==> src/rtl/cdb_arbiter_if.sv <==
// -----------------------------------------------------------------------------
// cdb_arbiter_if
// Bundles the per-source result handshake (valid / result / tag / ready) and
// the registered Common Data Bus broadcast (CDB / Qi_CDB / CDB_Valid).
//   slave  : the arbiter side (consumes results, drives the broadcast)
//   master : the producer/consumer side (drives results, observes broadcast)
// -----------------------------------------------------------------------------
interface cdb_arbiter_if #(
    parameter int N_SRC  = 4,
    parameter int DATA_W = 16,
    parameter int TAG_W  = 3
);
    logic [N_SRC-1:0]        Src_Valid;
    logic [N_SRC*DATA_W-1:0] Src_Result;
    logic [N_SRC*TAG_W-1:0]  Src_Tag;
    logic [N_SRC-1:0]        Src_Ready;
    logic [DATA_W-1:0]       CDB;
    logic [TAG_W-1:0]        Qi_CDB;
    logic                    CDB_Valid;

    modport slave (
        input  Src_Valid,
        input  Src_Result,
        input  Src_Tag,
        output Src_Ready,
        output CDB,
        output Qi_CDB,
        output CDB_Valid
    );

    modport master (
        output Src_Valid,
        output Src_Result,
        output Src_Tag,
        input  Src_Ready,
        input  CDB,
        input  Qi_CDB,
        input  CDB_Valid
    );
endinterface

==> src/rtl/cdb_arbiter.sv <==
// -----------------------------------------------------------------------------
// cdb_arbiter
// Common Data Bus arbiter. Each source owns one holding slot (full bit, value,
// tag). Every cycle one full slot is picked round-robin starting at r_ptr and
// broadcast as a registered CDB value plus producer tag. A slot being
// broadcast accepts a new result at the same edge, so a single source can
// stream one result per cycle. Tag 0 means "no producer" and is never taken.
//
// Optional feature (macro CDB_STATS_EN): adds a saturating 16-bit
// Conflict_Count output that counts edges at which two or more slots were
// already full. It is cleared by Reset only, not by Flush.
// -----------------------------------------------------------------------------
module cdb_arbiter #(
    parameter int                N_SRC      = 4,
    parameter int                DATA_W     = 16,
    parameter int                TAG_W      = 3,
    parameter logic [DATA_W-1:0] IDLE_VALUE = DATA_W'(16'hFFF0)
) (
    input  logic          Clock,
    input  logic          Reset,
    input  logic          Flush,
    cdb_arbiter_if.slave  bus
`ifdef CDB_STATS_EN
    ,
    output logic [15:0]   Conflict_Count
`endif
);

    localparam int PTR_W = (N_SRC > 1) ? $clog2(N_SRC) : 1;

    typedef struct packed {
        logic [DATA_W-1:0] value;
        logic [TAG_W-1:0]  tag;
    } slot_t;

    // Slot state and registered broadcast
    logic [N_SRC-1:0]  r_full;
    slot_t             r_slot [N_SRC];
    logic [PTR_W-1:0]  r_ptr;
    logic [DATA_W-1:0] r_cdb;
    logic [TAG_W-1:0]  r_qi;
    logic              r_cdb_valid;

    // Arbitration and handshake
    logic [N_SRC-1:0]  w_grant;
    logic              w_grant_any;
    logic [PTR_W-1:0]  w_grant_idx;
    logic [PTR_W-1:0]  w_ptr_next;
    logic [PTR_W:0]    w_scan_sum;
    logic [PTR_W-1:0]  w_scan_idx;
    logic [N_SRC-1:0]  w_ready;
    logic [N_SRC-1:0]  w_capture;

    // Round-robin scan: first full slot at or after r_ptr, wrapping modulo N_SRC.
    always_comb begin
        // NOTE: every signal written here gets a default first, so no path can leave it unassigned and infer a latch.
        w_grant     = '0;
        w_grant_any = 1'b0;
        w_grant_idx = '0;
        w_scan_sum  = '0;
        w_scan_idx  = '0;
        for (int k = 0; k < N_SRC; k++) begin
            w_scan_sum = {1'b0, r_ptr} + (PTR_W+1)'(k);
            if (w_scan_sum >= (PTR_W+1)'(N_SRC)) begin
                w_scan_sum = w_scan_sum - (PTR_W+1)'(N_SRC);
            end
            w_scan_idx = w_scan_sum[PTR_W-1:0];
            if (!w_grant_any && r_full[w_scan_idx]) begin
                w_grant_any = 1'b1;
                w_grant_idx = w_scan_idx;
            end
        end
        if (w_grant_any) begin
            w_grant[w_grant_idx] = 1'b1;
        end
    end

    // Pointer advances to the slot just past the winner; it holds when idle.
    always_comb begin
        w_ptr_next = r_ptr;
        if (w_grant_any) begin
            w_ptr_next = (w_grant_idx == PTR_W'(N_SRC - 1)) ? '0 : w_grant_idx + 1'b1;
        end
    end

    // A slot accepts when empty or when it is being drained this cycle.
    assign w_ready = ~r_full | w_grant;

    // A result is taken only when valid, accepted and carrying a real producer tag.
    always_comb begin
        w_capture = '0;
        for (int i = 0; i < N_SRC; i++) begin
            w_capture[i] = bus.Src_Valid[i] & w_ready[i]
                         & (bus.Src_Tag[i*TAG_W +: TAG_W] != '0);
        end
    end

    // Slot occupancy, round-robin pointer and the registered CDB broadcast.
    always_ff @(posedge Clock) begin
        if (!Reset) begin
            r_full      <= '0;
            r_ptr       <= '0;
            r_cdb       <= IDLE_VALUE;
            r_qi        <= '0;
            r_cdb_valid <= 1'b0;
        end else if (Flush) begin
            r_full      <= '0;
            r_ptr       <= '0;
            r_cdb       <= IDLE_VALUE;
            r_qi        <= '0;
            r_cdb_valid <= 1'b0;
        end else begin
            // NOTE: non-blocking assignments make every register sample pre-edge values, so the drained slot and the new capture resolve correctly.
            r_full <= (r_full & ~w_grant) | w_capture;
            r_ptr  <= w_ptr_next;
            if (w_grant_any) begin
                r_cdb       <= r_slot[w_grant_idx].value;
                r_qi        <= r_slot[w_grant_idx].tag;
                r_cdb_valid <= 1'b1;
            end else begin
                r_cdb       <= IDLE_VALUE;
                r_qi        <= '0;
                r_cdb_valid <= 1'b0;
            end
        end
    end

    // Slot payload loads on capture; whether it is meaningful is tracked by r_full.
    // NOTE: payload storage has no reset because r_full gates every read, so stale contents never reach the bus.
    always_ff @(posedge Clock) begin
        for (int i = 0; i < N_SRC; i++) begin
            if (w_capture[i]) begin
                r_slot[i].value <= bus.Src_Result[i*DATA_W +: DATA_W];
                r_slot[i].tag   <= bus.Src_Tag[i*TAG_W +: TAG_W];
            end
        end
    end

    assign bus.Src_Ready = w_ready;
    assign bus.CDB       = r_cdb;
    assign bus.Qi_CDB    = r_qi;
    assign bus.CDB_Valid = r_cdb_valid;

`ifdef CDB_STATS_EN
    localparam int CNT_W = (N_SRC < 3) ? 2 : $clog2(N_SRC + 1);

    logic [CNT_W-1:0] w_full_count;
    logic [15:0]      r_conflict_count;

    // Number of slots already occupied before this edge's captures.
    always_comb begin
        w_full_count = '0;
        for (int i = 0; i < N_SRC; i++) begin
            w_full_count = w_full_count + CNT_W'(r_full[i]);
        end
    end

    // Saturating contention counter; survives Flush, cleared by Reset.
    always_ff @(posedge Clock) begin
        if (!Reset) begin
            r_conflict_count <= '0;
        end else if ((w_full_count >= CNT_W'(2)) && (r_conflict_count != 16'hFFFF)) begin
            r_conflict_count <= r_conflict_count + 16'd1;
        end
    end

    assign Conflict_Count = r_conflict_count;
`endif

endmodule

==> src/flat_wrapper.sv <==
// flat-port wrapper written by rule: the top's interface ports become plain ports
module cdb_arbiter_flat 
#(
    parameter int                N_SRC      = 4,
    parameter int                DATA_W     = 16,
    parameter int                TAG_W      = 3,
    parameter logic [DATA_W-1:0] IDLE_VALUE = DATA_W'(16'hFFF0)
)
  (Clock, Reset, Flush, bus_Src_Valid, bus_Src_Result, bus_Src_Tag, bus_Src_Ready, bus_CDB, bus_Qi_CDB, bus_CDB_Valid);
  cdb_arbiter_if #(.N_SRC(N_SRC), .DATA_W(DATA_W), .TAG_W(TAG_W)) bus_i ();
  input  logic Clock;
  input  logic Reset;
  input  logic Flush;
  input wire logic [$bits(bus_i.Src_Valid)-1:0] bus_Src_Valid;
  input wire logic [$bits(bus_i.Src_Result)-1:0] bus_Src_Result;
  input wire logic [$bits(bus_i.Src_Tag)-1:0] bus_Src_Tag;
  output wire logic [$bits(bus_i.Src_Ready)-1:0] bus_Src_Ready;
  output wire logic [$bits(bus_i.CDB)-1:0] bus_CDB;
  output wire logic [$bits(bus_i.Qi_CDB)-1:0] bus_Qi_CDB;
  output wire logic [$bits(bus_i.CDB_Valid)-1:0] bus_CDB_Valid;
  assign bus_i.Src_Valid = bus_Src_Valid;
  assign bus_i.Src_Result = bus_Src_Result;
  assign bus_i.Src_Tag = bus_Src_Tag;
  assign bus_Src_Ready = bus_i.Src_Ready;
  assign bus_CDB = bus_i.CDB;
  assign bus_Qi_CDB = bus_i.Qi_CDB;
  assign bus_CDB_Valid = bus_i.CDB_Valid;
  cdb_arbiter #(.N_SRC(N_SRC), .DATA_W(DATA_W), .TAG_W(TAG_W), .IDLE_VALUE(IDLE_VALUE)) u_core (.Clock(Clock), .Reset(Reset), .Flush(Flush), .bus(bus_i));
endmodule
==> config.mk <==
export PLATFORM = sky130hd
export DESIGN_NAME = cdb_arbiter_flat
export DESIGN_NICKNAME = d
export VERILOG_FILES = /design/src/rtl/cdb_arbiter_if.sv /design/src/rtl/cdb_arbiter.sv /design/src/flat_wrapper.sv
export SDC_FILE = /design/constraint.sdc
export NUM_CORES = 1
export LEC_CHECK = 0
export ABC_AREA = 1
export BUFFER_PORTS_ARGS = -buffer_cell sky130_fd_sc_hd__buf_4
export CAP_MARGIN = 20
export CORE_ASPECT_RATIO = 1.1
export CORE_MARGIN = 1.5
export CORE_UTILIZATION = 35
export CTS_BUF_LIST = sky130_fd_sc_hd__clkbuf_16
export DETAILED_ROUTE_END_ITERATION = 7
export GPL_TIMING_DRIVEN = 0
export MAX_ROUTING_LAYER = met4
export PLACE_DENSITY_LB_ADDON = 0.15
export SLEW_MARGIN = 40
export SYNTH_ARGS = -nofsm -noshare
export SYNTH_HDL_FRONTEND = slang
export SYNTH_SLANG_ARGS = --single-unit
==> constraint.sdc <==
create_clock -name Clock -period 3.85 [get_ports Clock]
set_input_delay 0.1925 -clock Clock [delete_from_list [all_inputs] [get_ports Clock]]
set_output_delay 0.1925 -clock Clock [all_outputs]
set_load 0.01 [all_outputs]
---- Word level (Yosys, flattened, before mapping) ----
Memories as Yosys holds them, arrays and structs flattened. A register that Yosys moved wholly into a read port is not among the register bits.
Cells that the tools add are included.
word-level totals
  bits in registers ....................... 7
  latch bits .............................. 0
  bits in writable memories ............... 76
  ROM bits ................................ 0
  bits of input ports ..................... 83
  output and inout bits ................... 24
  word-level logic and storage cells ...... 84
  memories kept ........................... 1
memories
  memory         depth  bits a word  read ports  clocked after Yosys merged registers in  write ports  RTL line           source
  u_core.r_slot  4      19           1           1                                        4            cdb_arbiter.sv:38  slot_t r_slot [N_SRC];
cells by class
  add/sub/neg operators ................... 8
  $mul .................................... 0
  divide/modulo/power cells ............... 0
  $lt $le $gt $ge ......................... 10
  eq/ne operators ......................... 1
  shifts and indexed selects .............. 0
  multiplexer cells ....................... 33
  bitwise gates (word level) .............. 15
  reduce and logical (&&, ||, !) cells .... 13
operator list
  kind                                                                          number
  1-bit two-way mux                                                             18
  2-bit two-way mux                                                             9
  2-bit by 3-bit less-than comparator with 1-bit output, second input constant  5
  3-bit nonzero test                                                            4
  3-bit >= comparator, second input constant                                    3
  1-bit bitwise AND                                                             8
  1-bit binary-select mux with 2-bit select                                     4
  4-bit NOT                                                                     2
  4-bit bitwise OR                                                              2
  2-bit by 1-bit subtractor with 2-bit output, second input constant            4
  2-bit by 2-bit adder with 3-bit output, second input constant                 2
  4-bit bitwise AND                                                             1
  1-bit logical AND                                                             4
  4-bit two-way mux                                                             1
  2-bit by 1-bit adder with 3-bit output, second input constant                 1
  2-bit by 3-bit >= comparator with 1-bit output, second input constant         1
  1-bit zero test                                                               3
  3-bit OR reduction                                                            1
  2-bit by 1-bit adder with 2-bit output, second input constant                 1
  1-bit demux with 2-bit select                                                 1
  2-bit equality test, second input constant                                    1
  2-bit by 1-bit >= comparator with 1-bit output, second input constant         1
  1-bit NOT                                                                     2
  2-bit OR reduction                                                            1

---- Logic depth before layout (Yosys ltp) ----
Gate-level depths: netlist of run 1.
  depth in word-level cells ............... 24
  depth in mapped cells ................... 15
  gate-level depth less buffers ........... 14

---- Worst setup path after synthesis of run 1 ----
OpenSTA, ideal clock, no wires.
  path type ............................... register to register
  from .................................... register u_core.r_ptr[0]
  to ...................................... memory u_core.r_slot[3][0] (netlist name) (enable)
  setup time .............................. 401 ps
  arrival time ............................ 2521 ps
  path slack .............................. 928 ps
  stages on the path, launching flop included .. 14
  buffers on the path ..................... 2
  cells stage by stage .................... dfxtp_1 > buf_6 > nand2_1 > nand3_1 > nand2_2 > nor2_1 > nand3_1 > nand2_4 > nand2_4 > inv_2 > buf_4 > ha_1 > nand2_1 > a21oi_1
RTL lines
  element                 RTL line            source
  from (decl)             cdb_arbiter.sv:39   logic [PTR_W-1:0] r_ptr;
  from (signal assigned)  cdb_arbiter.sv:115  r_ptr <= w_ptr_next;
  to (decl)               cdb_arbiter.sv:38

---- Worst setup path after layout of run 1 ----
  from .................................... register u_core.r_ptr[1]
  to ...................................... output port bus_Src_Ready[3]
on the way
  word-level cells in the longest chain between the ends .. 20
  elaborated cells between the ends (all ways) .. 44
ends and longest elaborated chain
  element                                                                          RTL line            source
  branches (longest 18 deep; another with 2-bit by 1-bit adder with 3-bit output)  n/a
  4-bit two-way mux *                                                              cdb_arbiter.sv:73   if (w_grant_any) begin
  4-bit bitwise OR *                                                               cdb_arbiter.sv:87   assign w_ready = ~r_full | w_grant;
  to (decl)                                                                        flat_wrapper.sv:17  output wire logic [$bits(bus_i.Src_Ready)-1:0] bus_Src_Ready;
Every way passes the cells marked *. The select of a mux whose other input is x is not followed.

==> results of run 1 <==
-- timing repair --
action | in CTS | in global routing
setup endpoints to repair | 0 | 0
hold buffers | 6 | 2
endpoints found under the hold margin | 6 | 2
-- area by class of cell --
cell class,count,area (µm²),share of cell area (%)
buffer,17,120,2.15
clock buffer,9,225,4.02
clock inverter,7,68.8,1.23
inverter,39,146,2.62
multi-input combinational,215,1110,19.8
sequential,102,2800,50.1
tap,150,188,3.35
timing repair buffer,118,936,16.7
-- synthesized netlist by cell type, drive strengths merged --
library cell | number | area share [%]
ha | 1 | 0.30
nand2 | 93 | 9.4
nand4 | 13 | 2.0
inv | 39 | 3.5
o31ai | 4 | 0.73
a21oi | 18 | 2.3
nand3b | 12 | 2.2
o21ai | 2 | 0.24
nor2 | 6 | 0.67
dfxtp | 26 | 13
edfxtp | 76 | 55
or2 | 2 | 0.30
buf | 17 | 2.9
nand3 | 64 | 7.7
-- sequential cells by signal, summed over array words and instances (netlist names) --
register and cells:
u_core.r_full 4, u_core.bus.CDB_Valid 1, u_core.r_slot 76, u_core.bus.CDB 16, u_core.r_ptr 2, u_core.bus.Qi_CDB 3
-- where the power goes --
| part | internal (µW) | switching (µW) |
|---|---|---|
| Clock | 460 | 434 |
| Sequential | 1340 | 54.5 |
| Combinational | 661 | 1160 |
-- cells by family (layout without fill, tap and decap cells) --
family | Yosys count | count (layout)
flip-flops | 102 | 102
AND/OR/NAND/NOR | 190 | 190
adder cells (fa/ha/maj) | 1 | 1
AO/OA/AOI/OAI | 24 | 24
buffers and inverters | 56 | 190
-- layer usage --
metal	up-vias	track usage, %
met4	0	6.49
met2	99	28.6
met1	1492	21.6
met3	8	4.32
met5	-	-
li1	1544	-
-- path summary, 6_finish.rpt --
path	from	endpoint	slack, ns	cells after the start
worst max-delay path	u_core.r_ptr[1]$_SDFFE_PP0P_	bus_Src_Ready[3]	1.11	14
worst min-delay path	bus_Src_Result[44]	u_core.r_slot[2][15]$_DFFE_PP_	0.02	1
worst min register to register	u_core.r_slot[0][7]$_DFFE_PP_	u_core.bus.CDB[4]$_SDFF_PP1_	0.50	2
worst max register to register	u_core.r_ptr[1]$_SDFFE_PP0P_	u_core.r_slot[3][9]$_DFFE_PP_	1.18	15
-- through the flow --
step / utilization, % / area, µm² / hold WS [ns] / setup slack (ns) / power [µW]
after floorplan: - / 4130 / 0.291 / 0.928 / 2630
after CTS: 48.5 / 5580 / 0.000853 / 1.07 / 4160
after global placement: 44.5 / 5120 / 0.372 / 0.0895 / 3180
after global routing: 48.7 / 5600 / 0.000183 / 0.850 / 4420
final: 48.7 / 5600 / 0.0164 / 1.11 / 4110
after detailed placement: 45.4 / 5220 / 0.372 / 1.20 / 3250
-- cells in the final DEF (no fill, tap or decap) --
cell / Yosys / routed
nand2_2: 6 / 6
or2_0: 1 / 1
nand3b_1: 12 / 12
o21ai_1: 1 / 1
inv_1: 33 / 33
dlygate4sd3_1: 0 / 8
a21oi_2: 1 / 1
buf_6: 5 / 5
inv_6: 0 / 3
o31ai_1: 4 / 4
nor2_2: 2 / 2
nand2_4: 3 / 3
buf_2: 9 / 9
buf_1: 1 / 1
or2_1: 1 / 1
nand3_1: 64 / 64
buf_8: 0 / 4
ha_1: 1 / 1
dfxtp_1: 26 / 26
a21oi_1: 17 / 13
edfxtp_1: 76 / 76
buf_4: 2 / 108
nand2_1: 84 / 84
inv_2: 6 / 6
inv_8: 0 / 3
nor2_1: 4 / 4
nand4_1: 13 / 13
clkinv_4: 0 / 1
o21ai_0: 1 / 1
a21oi_4: 0 / 4
clkbuf_16: 0 / 9
==> results by group, run 1 <==
Route
  • DRT antenna net count: 0
  • Met3 WL: 553 µm
  • WL/cell: 15.6 µm
  • Routed wl met2: 5.09 mm
  • Vias: 3,143
  • TritonRoute pass-1 iters: 4
  • DR top layer: met4
  • DRT iter0 DRCs: 222
  • Avg Vias per Cell: 4.78
  • M1 wire length: 4.47 mm
  • Total wire length: 10.3 mm
  • Drc violations: 0

Logic synthesis
  • Synth Instances: 373
  • Synth warn: 0
  • Synth Area in Simple Gates: 22.2%
  • Mapped Avg Cell Area: 11.1 µm²
  • Adder-cell share of the synthesized area: 0.303%
  • Distinct cells, synth: 24
  • Largest family of logic cells by synthesized area: simple AND/OR/NAND/NOR gates
  • Mapped Area: 4130 µm²
  • Count of state elements after synthesis: 102
  • Post-synthesis xor/xnor area fraction: 0%
  • Post-synth net total: 457
  • Synth Area in Compound Gates: 3.24%
  • Register area share after synthesis: 67.8%
  • Mux contribution to synthesized area: 0%

Timing
  • RSZ-0062 raised after global routing: no
  • Fin crit period: 2.74 ns
  • Setup TNS: 0 ns
  • Fmax: 365 MHz
  • Slew HR: 56.6%
  • # setup viols final: 0
  • Slew of the pin with the lowest slew margin: 0.645 ns
  • Clock Skew: 0.0122 ns
  • Final Cycle Share: 71.2%
  • Slew Limit Fails: 0
  • Count of final hold-check violations: 0

Cells and area
  • Layout Cells excl Fill: 657
  • Layout cell share with drive strength beyond 1: 32.3%
  • Fin nets: 586
  • Layout area overhead: 35.4%
  • Fillers: 1,090
  • # diodes: 0

Die
  • Core Area: 11,500 µm²
  • Chip Width: 107 µm
  • Rows: 41
  • Die area: 12,500 µm²
  • Die Y: 117 µm
  • IO Count: 107
  • Initial core utilization: 36.0%

Clocking
  • Worst skew pair latency: 0.35 ns
  • PostCTS Resize Cnt: 0
  • Root buf cell: clkbuf_16
  • Worst-path clk slew: 0.07 ns
  • CTS Buf Count: 9
  • H-tree levels: 3
  • CTS Sinks: 102
  • Post-CTS Setup Bufs: 0
  • CTS tree: done
  • Clock Tree Buf Depth: 2

Setup path
  • Worst Path Required: 3.66 ns
  • Slowest CP cell: dfxtp_1
  • Critical path class: flip-flop to output pin
  • Worst Setup End Kind: output pin
  • Crit-path max FO: 10
  • Critical Path Source Type: flip-flop
  • Worst path max stage delay: 0.48 ns
  • Family with the most delay on the worst path: simple AND/OR/NAND/NOR gates
  • Worst path buffer plus inverter count: 4
  • CP arrival: 2.55 ns
  • Critical path's most frequent cell: nand2_1
  • Crit-path cells: inv_2, nand2_1, nand2_2, nand2_1, nand2_2, nand3_1, nor2_1, nor2_2, inv_2, buf_2, ha_1, nand2_1, nand2_1, buf_4

Global route
  • Largest net degree at the start of global routing: 21
  • Antenna violations before repair: 0
  • Grt ovf: 0
  • First-pass GRT wire length: 15.8 mm
  • All-Layer GR Usage: 17.7%
  • Number of global-route vias before repair: 3,089

Placed design
  • Placed Cells: 633
  • Port Buf Inserts: 106
  • Post-DP HPWL: 7.52 mm
  • GP Congestion: 0.893

Power and ir drop
  • P_leak: 0.00238 µW
  • Peak supply drop: 317 µV
  • Power Dens Cells: 735 nW/µm²

Job
  • Max-cap violations: 0

Hold path
  • Hold Path Class: input port to flip-flop

Run status
  • Outcome: finished, final reports clean
Power figures use the tool's default switching activity.
==> run 2, diff against run 1 <==
- clock period: 3.85 -> 2.5 ns (I/O delays scaled with it)
==> results by group, run 2 (synthesized netlist as in run 1, its figures left out) <==
Route
  • DRT antenna net count: 0 (unchanged)
  • Total wire length: 11.6 mm (was 10.3 mm)
  • Drc violations: 0 (unchanged)
  • WL/cell: 15.7 µm (was 15.6 µm)
  • TritonRoute pass-1 iters: 5 (was 4)
  • DRT iter0 DRCs: 135 (was 222)
  • Avg Vias per Cell: 4.68 (was 4.78)
  • Vias: 3,459 (was 3,143)

Setup path
  • Crit-path cells: buf_8, nand2_1, nand2_2, nand2_2, nand2_4, nand4_1, nand2_2, nor2_4, inv_2, buf_6, ha_1, nand2_2, nand2_1, buf_4 (was inv_2, nand2_1, nand2_2, nand2_1, nand2_2, nand3_1, nor2_1, nor2_2, inv_2, buf_2, ha_1, nand2_1, nand2_1, buf_4)
  • Setup slack, reg-to-reg: 0.10 ns (was 1.18 ns)
  • Crit-path max FO: 10 (unchanged)
  • Slowest CP cell: dfxtp_4 (was dfxtp_1)
  • CP arrival: 2.30 ns (was 2.55 ns)
  • Critical Path Source Type: flip-flop (unchanged)
  • Crit Reg-Reg Startpoint: u_core.r_ptr[1]$_SDFFE_PP0P_ (unchanged)
  • Critical path's most frequent cell: nand2_2 (was nand2_1)
  • R2R Path End: u_core.r_slot[3][0]$_DFFE_PP_ (was u_core.r_slot[3][9]$_DFFE_PP_)
  • Worst r2r path cells: 15 (unchanged)
  • Critical Path Start: u_core.r_ptr[0]$_SDFFE_PP0P_ (was u_core.r_ptr[1]$_SDFFE_PP0P_)
  • Worst Setup End Kind: output pin (unchanged)
  • Critical path class: flip-flop to output pin (unchanged)
  • Crit path to: bus_Src_Ready[3] (unchanged)
  • Worst Path Required: 2.38 ns (was 3.66 ns)
  • Worst path max stage delay: 0.36 ns (was 0.48 ns)

Die
  • Rows: 41 (unchanged)
  • IO Count: 107 (unchanged)
  • Chip Width: 107 µm (unchanged)
  • Die Y: 117 µm (unchanged)
  • Die area: 12,500 µm² (unchanged)
  • Initial core utilization: 36.0% (unchanged)
  • Core Area: 11,500 µm² (unchanged)

Placed design
  • Port Buf Inserts: 106 (unchanged)
  • Post-DP HPWL: 7.25 mm (was 7.52 mm)
  • Area after DPL: 5160 µm² (was 5220 µm²)
  • Worst slack, placed: -0.369 ns (was 1.20 ns)
  • GP Congestion: 0.942 (was 0.893)

Power and ir drop
  • Internal power: 4220 µW (was 2460 µW)
  • P_leak: 0.00279 µW (was 0.00238 µW)
  • Gate power share: 48.4% (was 44.3%)
  • Sequential share of power: 31.4% (was 34.0%)
  • Clock network power share: 20.2% (was 21.8%)
  • Power Dens Cells: 1050 nW/µm² (was 735 nW/µm²)
  • Switch share: 38.7% (was 40.1%)
  • NetSw: 2670 µW (was 1650 µW)
  • Peak supply drop: 402 µV (was 317 µV)

Cells and area
  • Commonest non-fill, non-tap cell in the layout: buf_4 (unchanged)
  • # diodes: 0 (unchanged)
  • Max reg flops: 76 (unchanged)
  • Fin nets: 668 (was 586)
  • Final core utilization: 57.2% (was 48.7%)
  • Layout cell share with drive strength beyond 1: 33.4% (was 32.3%)
  • Leading cell types in the layout, fill and taps excluded: buf_4 (117), dlygate4sd3_1 (76), edfxtp_1 (76), nand2_1 (74), nand3_1 (61) (was buf_4 (108), nand2_1 (84), edfxtp_1 (76), nand3_1 (64), inv_1 (33))
  • Layout area overhead: 59.1% (was 35.4%)
  • Design area: 6580 µm² (was 5600 µm²)
  • Biggest register: u_core.r_slot (unchanged)
  • Fillers: 963 (was 1,090)

Run status
  • Outcome: finished, final reports clean (unchanged)

Timing
  • Slew HR: 56.1% (was 56.6%)
  • Fmax: 412 MHz
  • Slew of the pin with the lowest slew margin: 0.653 ns (was 0.645 ns)
  • Count of final hold-check violations: 0 (unchanged)
  • # setup viols final: 0 (unchanged)
  • Clock Skew: 0.00672 ns (was 0.0122 ns)
  • Slew Limit Fails: 0 (unchanged)
  • Setup TNS: 0 ns (unchanged)
  • Min setup slack post-route: 0.0751 ns (was 1.11 ns)
  • Fin crit period: 2.42 ns
  • Hold slack: 0.121 ns (was 0.0164 ns)
  • Final Cycle Share: 97.0%

Clocking
  • CTS tree: done (unchanged)
  • Root buf cell: clkbuf_16 (unchanged)
  • Worst skew pair latency: 0.34 ns (was 0.35 ns)
  • CTS Sinks: 102 (unchanged)
  • CTS Buf Count: 9 (unchanged)
  • Worst-path clk slew: 0.07 ns (about the same)
  • Clock Tree Buf Depth: 2 (unchanged)
  • H-tree levels: 3 (unchanged)

Global route
  • Largest net degree at the start of global routing: 20 (was 21)
  • First-pass GRT wire length: 16.6 mm (was 15.8 mm)
  • Grt ovf: 0 (unchanged)
  • Number of global-route vias before repair: 3,331 (was 3,089)
  • Antenna violations before repair: 0 (unchanged)
  • All-Layer GR Usage: 18.6% (was 17.7%)

Hold path
  • Hold Crit Start: Flush (was bus_Src_Result[44])
  • Hold Path Class: input port to flip-flop (unchanged)

Job
  • Max-cap violations: 0 (unchanged)
run 2: cell count changes in the layout (fill, tap and decap cells not counted), sizes merged:
cell | before | now
buf | 127 | 139
bufinv | 0 | 1
inv | 45 | 42
clkbuf | 9 | 11
clkinv | 1 | 3
dlygate4sd3 | 8 | 76
run 2: metrics by stage:
stage | power, µW | cells
floorplan | 4060 | 373
global placement | 4900 | 629
detailed placement | 4940 | 629
CTS | 6520 | 724
global route | 7350 | 739
finish | 6890 | 739
run 2: worst max-delay path: cells and delay by family, from the launching register on:
family	cells	cell delay [ns]
buffers and inverters	4	0.49
DFF	1	0.36
adders and majority gates	1	0.18
and+or+nand+nor	9	0.91
run 2: cell type report:
type	instances	area, µm²	area share [%]
Multi-Input combinational cell	215	1200	18.2
Inverter	39	151	2.30
Clock buffer	9	225	3.42
Tap cell	150	188	2.85
Clock inverter	7	72.6	1.10
Sequential cell	102	2810	42.8
Timing Repair Buffer	200	1790	27.3
Buffer	17	134	2.04
run 2: what timing repair did:
| item | 4_1_cts | 5_1_grt |
|---|---|---|
| hold endpoints to repair | 76 | 0 |
| setup buffers | 3 | 12 |
| setup endpoints to repair | 77 | 77 |
| gates resized for setup | 7 | 30 |
| pin swaps | 3 | 9 |
| hold buffers | 76 | 0 |
| gates cloned | 0 | 3 |
run 2: power by group through the flow:
stage	logic [µW]	registers, µW	clock network [µW]
2_1_floorplan	1840	2220	0
6_report	3330	2160	1390
5_1_grt	3680	2180	1480
4_1_cts	2940	2160	1420
3_5_place_dp	2750	2190	0
3_3_place_gp	2710	2190	0
run 2: layer usage:
metal  global-route usage [%]  vias up  part of all wire, %
met1                     22.2     1609                   43
met4                     6.84        0                  1.8
li1                         -     1714                    -
met2                     31.7      121                   50
met5                        -        -                    0
met3                     3.27       15                  5.1
run 2: how the worst min path moves through the flow:
stage	to	cells past startpoint
6_report	u_core.r_ptr[1]$_SDFFE_PP0P_	4
5_1_grt	u_core.r_ptr[1]$_SDFFE_PP0P_	4
4_1_cts	u_core.r_ptr[1]$_SDFFE_PP0P_	4
3_5_place_dp	u_core.r_slot[0][18]$_DFFE_PP_	1
3_3_place_gp	u_core.r_slot[2][10]$_DFFE_PP_	1
2_1_floorplan	u_core.r_slot[0][0]$_DFFE_PP_	0
==> run 3, diff against run 2 <==
==> constraint.sdc (replaced) <==
create_clock -name Clock -period 2.5 [get_ports Clock]
set_input_delay 0.25 -clock Clock [delete_from_list [all_inputs] [get_ports Clock]]
set_output_delay 0.25 -clock Clock [all_outputs]
set_load 0.01 [all_outputs]
==> results by group, run 3 (synthesized netlist as in run 1, its figures left out) <==
Die
  • Rows: 41 (unchanged)
  • IO Count: 107 (unchanged)
  • Core Area: 11,500 µm² (unchanged)
  • Initial core utilization: 36.0% (unchanged)
  • Die Y: 117 µm (unchanged)
  • Die area: 12,500 µm² (unchanged)
  • Chip Width: 107 µm (unchanged)

Timing
  • Slew of the pin with the lowest slew margin: 0.619 ns (was 0.653 ns)
  • Slew Limit Fails: 0 (unchanged)
  • # setup viols final: 0 (unchanged)
  • Fmax: 411 MHz (was 412 MHz)
  • Clock Skew: 0.00856 ns (was 0.00672 ns)
  • Count of final hold-check violations: 0 (unchanged)
  • Slew HR: 58.4% (was 56.1%)
  • Fin crit period: 2.43 ns (was 2.42 ns)
  • Final Cycle Share: 97.2% (was 97.0%)

Route
  • Vias: 3,133 (was 3,459)
  • Total wire length: 10.8 mm (was 11.6 mm)
  • Avg Vias per Cell: 4.68 (about the same)
  • WL/cell: 16.1 µm (was 15.7 µm)
  • TritonRoute pass-1 iters: 4 (was 5)
  • DRT iter0 DRCs: 119 (was 135)
  • DRT antenna net count: 0 (unchanged)
  • Drc violations: 0 (unchanged)

Clocking
  • Worst-path clk slew: 0.07 ns (about the same)
  • Worst skew pair latency: 0.35 ns (was 0.34 ns)
  • H-tree levels: 3 (unchanged)
  • Root buf cell: clkbuf_16 (unchanged)
  • CTS Buf Count: 9 (unchanged)
  • Hold-fix buffers at CTS: 0 (was 76)
  • Clock Tree Buf Depth: 2 (unchanged)
  • CTS tree: done (unchanged)
  • CTS Sinks: 102 (unchanged)

Setup path
  • Worst r2r path cells: 16 (was 15)
  • Family with the most delay on the worst path: simple AND/OR/NAND/NOR gates (unchanged)
  • Critical Path Source Type: flip-flop (unchanged)
  • Critical path's most frequent cell: nand2_2 (unchanged)
  • R2R Path End: u_core.r_slot[3][15]$_DFFE_PP_ (was u_core.r_slot[3][0]$_DFFE_PP_)
  • Worst Path Required: 2.25 ns (was 2.38 ns)
  • Worst path buffer plus inverter count: 4 (unchanged)
  • WP depth: 15 (was 14)
  • Crit Reg-Reg Startpoint: u_core.r_ptr[0]$_SDFFE_PP0P_ (was u_core.r_ptr[1]$_SDFFE_PP0P_)
  • Crit-path max FO: 5 (was 10)
  • Crit path to: bus_Src_Ready[3] (unchanged)
  • Critical path class: flip-flop to output pin (unchanged)
  • Worst path max stage delay: 0.40 ns (was 0.36 ns)
  • CP arrival: 2.18 ns (was 2.30 ns)
  • Worst Setup End Kind: output pin (unchanged)
  • Slowest CP cell: dfxtp_4 (unchanged)
  • Setup slack, reg-to-reg: 0.11 ns (was 0.10 ns)
  • Critical Path Start: u_core.r_ptr[0]$_SDFFE_PP0P_ (unchanged)
  • Crit-path cells: buf_6, nand2_1, nand2_2, nand2_2, nand2_2, nor2_2, nor2_2, nand2_4, nand2_4, inv_4, buf_8, ha_4, nand2_2, nand2_1, buf_4 (was buf_8, nand2_1, nand2_2, nand2_2, nand2_4, nand4_1, nand2_2, nor2_4, inv_2, buf_6, ha_1, nand2_2, nand2_1, buf_4)

Cells and area
  • Max reg flops: 76 (unchanged)
  • Leading cell types in the layout, fill and taps excluded: buf_4 (123), edfxtp_1 (76), nand2_1 (72), nand3_1 (61), inv_1 (34) (was buf_4 (117), dlygate4sd3_1 (76), edfxtp_1 (76), nand2_1 (74), nand3_1 (61))
  • Layout cell share with drive strength beyond 1: 40.0% (was 33.4%)
  • Layout Cells excl Fill: 670 (was 739)
  • Biggest register: u_core.r_slot (unchanged)
  • Fin nets: 599 (was 668)
  • Fillers: 1,035 (was 963)
  • # diodes: 0 (unchanged)
  • Commonest non-fill, non-tap cell in the layout: buf_4 (unchanged)
  • Layout area overhead: 42.4% (was 59.1%)

Power and ir drop
  • NetSw: 2690 µW (was 2670 µW)
  • Clock network power share: 20.0% (was 20.2%)
  • Power Dens Cells: 1190 nW/µm² (was 1050 nW/µm²)
  • Internal power: 4290 µW (was 4220 µW)
  • Pwr Total: 6990 µW (was 6890 µW)
  • Sequential share of power: 31.1% (was 31.4%)
  • P_leak: 0.00252 µW (was 0.00279 µW)
  • Peak supply drop: 432 µV (was 402 µV)
  • Gate power share: 48.9% (was 48.4%)
  • Switch share: 38.6% (was 38.7%)

Placed design
  • Placed Cells: 629 (unchanged)
  • Port Buf Inserts: 106 (unchanged)
  • Post-DP HPWL: 7.25 mm (unchanged)
  • GP Congestion: 0.942 (unchanged)

Global route
  • First-pass GRT wire length: 15.2 mm (was 16.6 mm)
  • All-Layer GR Usage: 17.2% (was 18.6%)
  • Antenna violations before repair: 0 (unchanged)
  • Grt ovf: 0 (unchanged)
  • Number of global-route vias before repair: 2,959 (was 3,331)
  • Largest net degree at the start of global routing: 20 (unchanged)

Hold path
  • Hold Path Class: input port to flip-flop (unchanged)

Run status
  • Outcome: finished, final reports clean (unchanged)

Job
  • Max-cap violations: 0 (unchanged)
-- run 3: worst min path at each step --
stage	startpoint	to	slack [ns]	cells past startpoint
finish	bus_Src_Result[48]	u_core.r_slot[3][3]$_DFFE_PP_	0.08	1
floorplan	bus_Src_Tag[0]	u_core.r_slot[0][0]$_DFFE_PP_	0.35	0
global route	bus_Src_Result[34]	u_core.r_slot[2][5]$_DFFE_PP_	0.07	1
CTS	bus_Src_Result[48]	u_core.r_slot[3][3]$_DFFE_PP_	0.07	1
detailed placement	bus_Src_Result[15]	u_core.r_slot[0][18]$_DFFE_PP_	0.43	1
global placement	bus_Src_Result[39]	u_core.r_slot[2][10]$_DFFE_PP_	0.43	1
-- run 3: worst register-to-register path: stages, from the launching register on --
cell,delay (ns)
dfxtp_4,0.40
buf_6,0.14
nand2_1,0.06
nand2_2,0.10
nand2_2,0.07
nand2_2,0.12
nand4_1,0.11
nand2_1,0.13
nor2_4,0.06
inv_2,0.07
buf_6,0.11
ha_4,0.12
nand2_2,0.06
buf_4,0.14
a21oi_4,0.13
buf_12,0.15
clkbuf_16,0.15
-- run 3: metrics by stage --
stage | hold slack, ns | TNS (ns) | area, µm² | utilization (%) | setup slack [ns]
2_1_floorplan | 0.349 | 0 | 4160 | - | 0.149
3_3_place_gp | 0.429 | -27.41 | 5140 | 44.7 | -0.468
3_5_place_dp | 0.429 | -9.11 | 5160 | 44.9 | -0.369
4_1_cts | 0.0659 | 0 | 5590 | 48.7 | 0.00395
5_1_grt | 0.0674 | -0.00289 | 5890 | 51.2 | -0.00289
6_report | 0.0754 | 0 | 5890 | 51.2 | 0.0691
-- run 3: power by group through the flow --
stage,Clock [µW],Sequential (µW),Combinational [µW]
floorplan,0,2220,1840
global placement,0,2190,2710
detailed placement,0,2190,2750
CTS,1420,2160,3000
global route,1480,2190,3750
finish,1400,2180,3420
-- run 3: what timing repair did --
action                     4_1_cts  5_1_grt
setup endpoints to repair       77       59
pin swaps                       11       16
resized for setup               14       30
setup buffers                   10       11
cloned                           0        4
-- run 3: cell type report --
cell class / instances / area [µm²] / area share [%]
sequential: 102 / 2820 / 47.8
multi-input combinational: 215 / 1210 / 20.5
clock inverter: 7 / 72.6 / 1.23
tap: 150 / 188 / 3.19
inverter: 39 / 156 / 2.66
timing repair buffer: 131 / 1090 / 18.5
clock buffer: 9 / 225 / 3.83
buffer: 17 / 134 / 2.27
-- run 3: per-layer routing --
metal	vias up	wire [µm]	part of all wire, %	track usage (%)
met5	-	0	0	-
met4	0	150	1.4	5.69
met3	12	532	4.9	3.27
met2	100	5360	50	28.6
met1	1451	4770	44	21.2
li1	1570	-	-	-
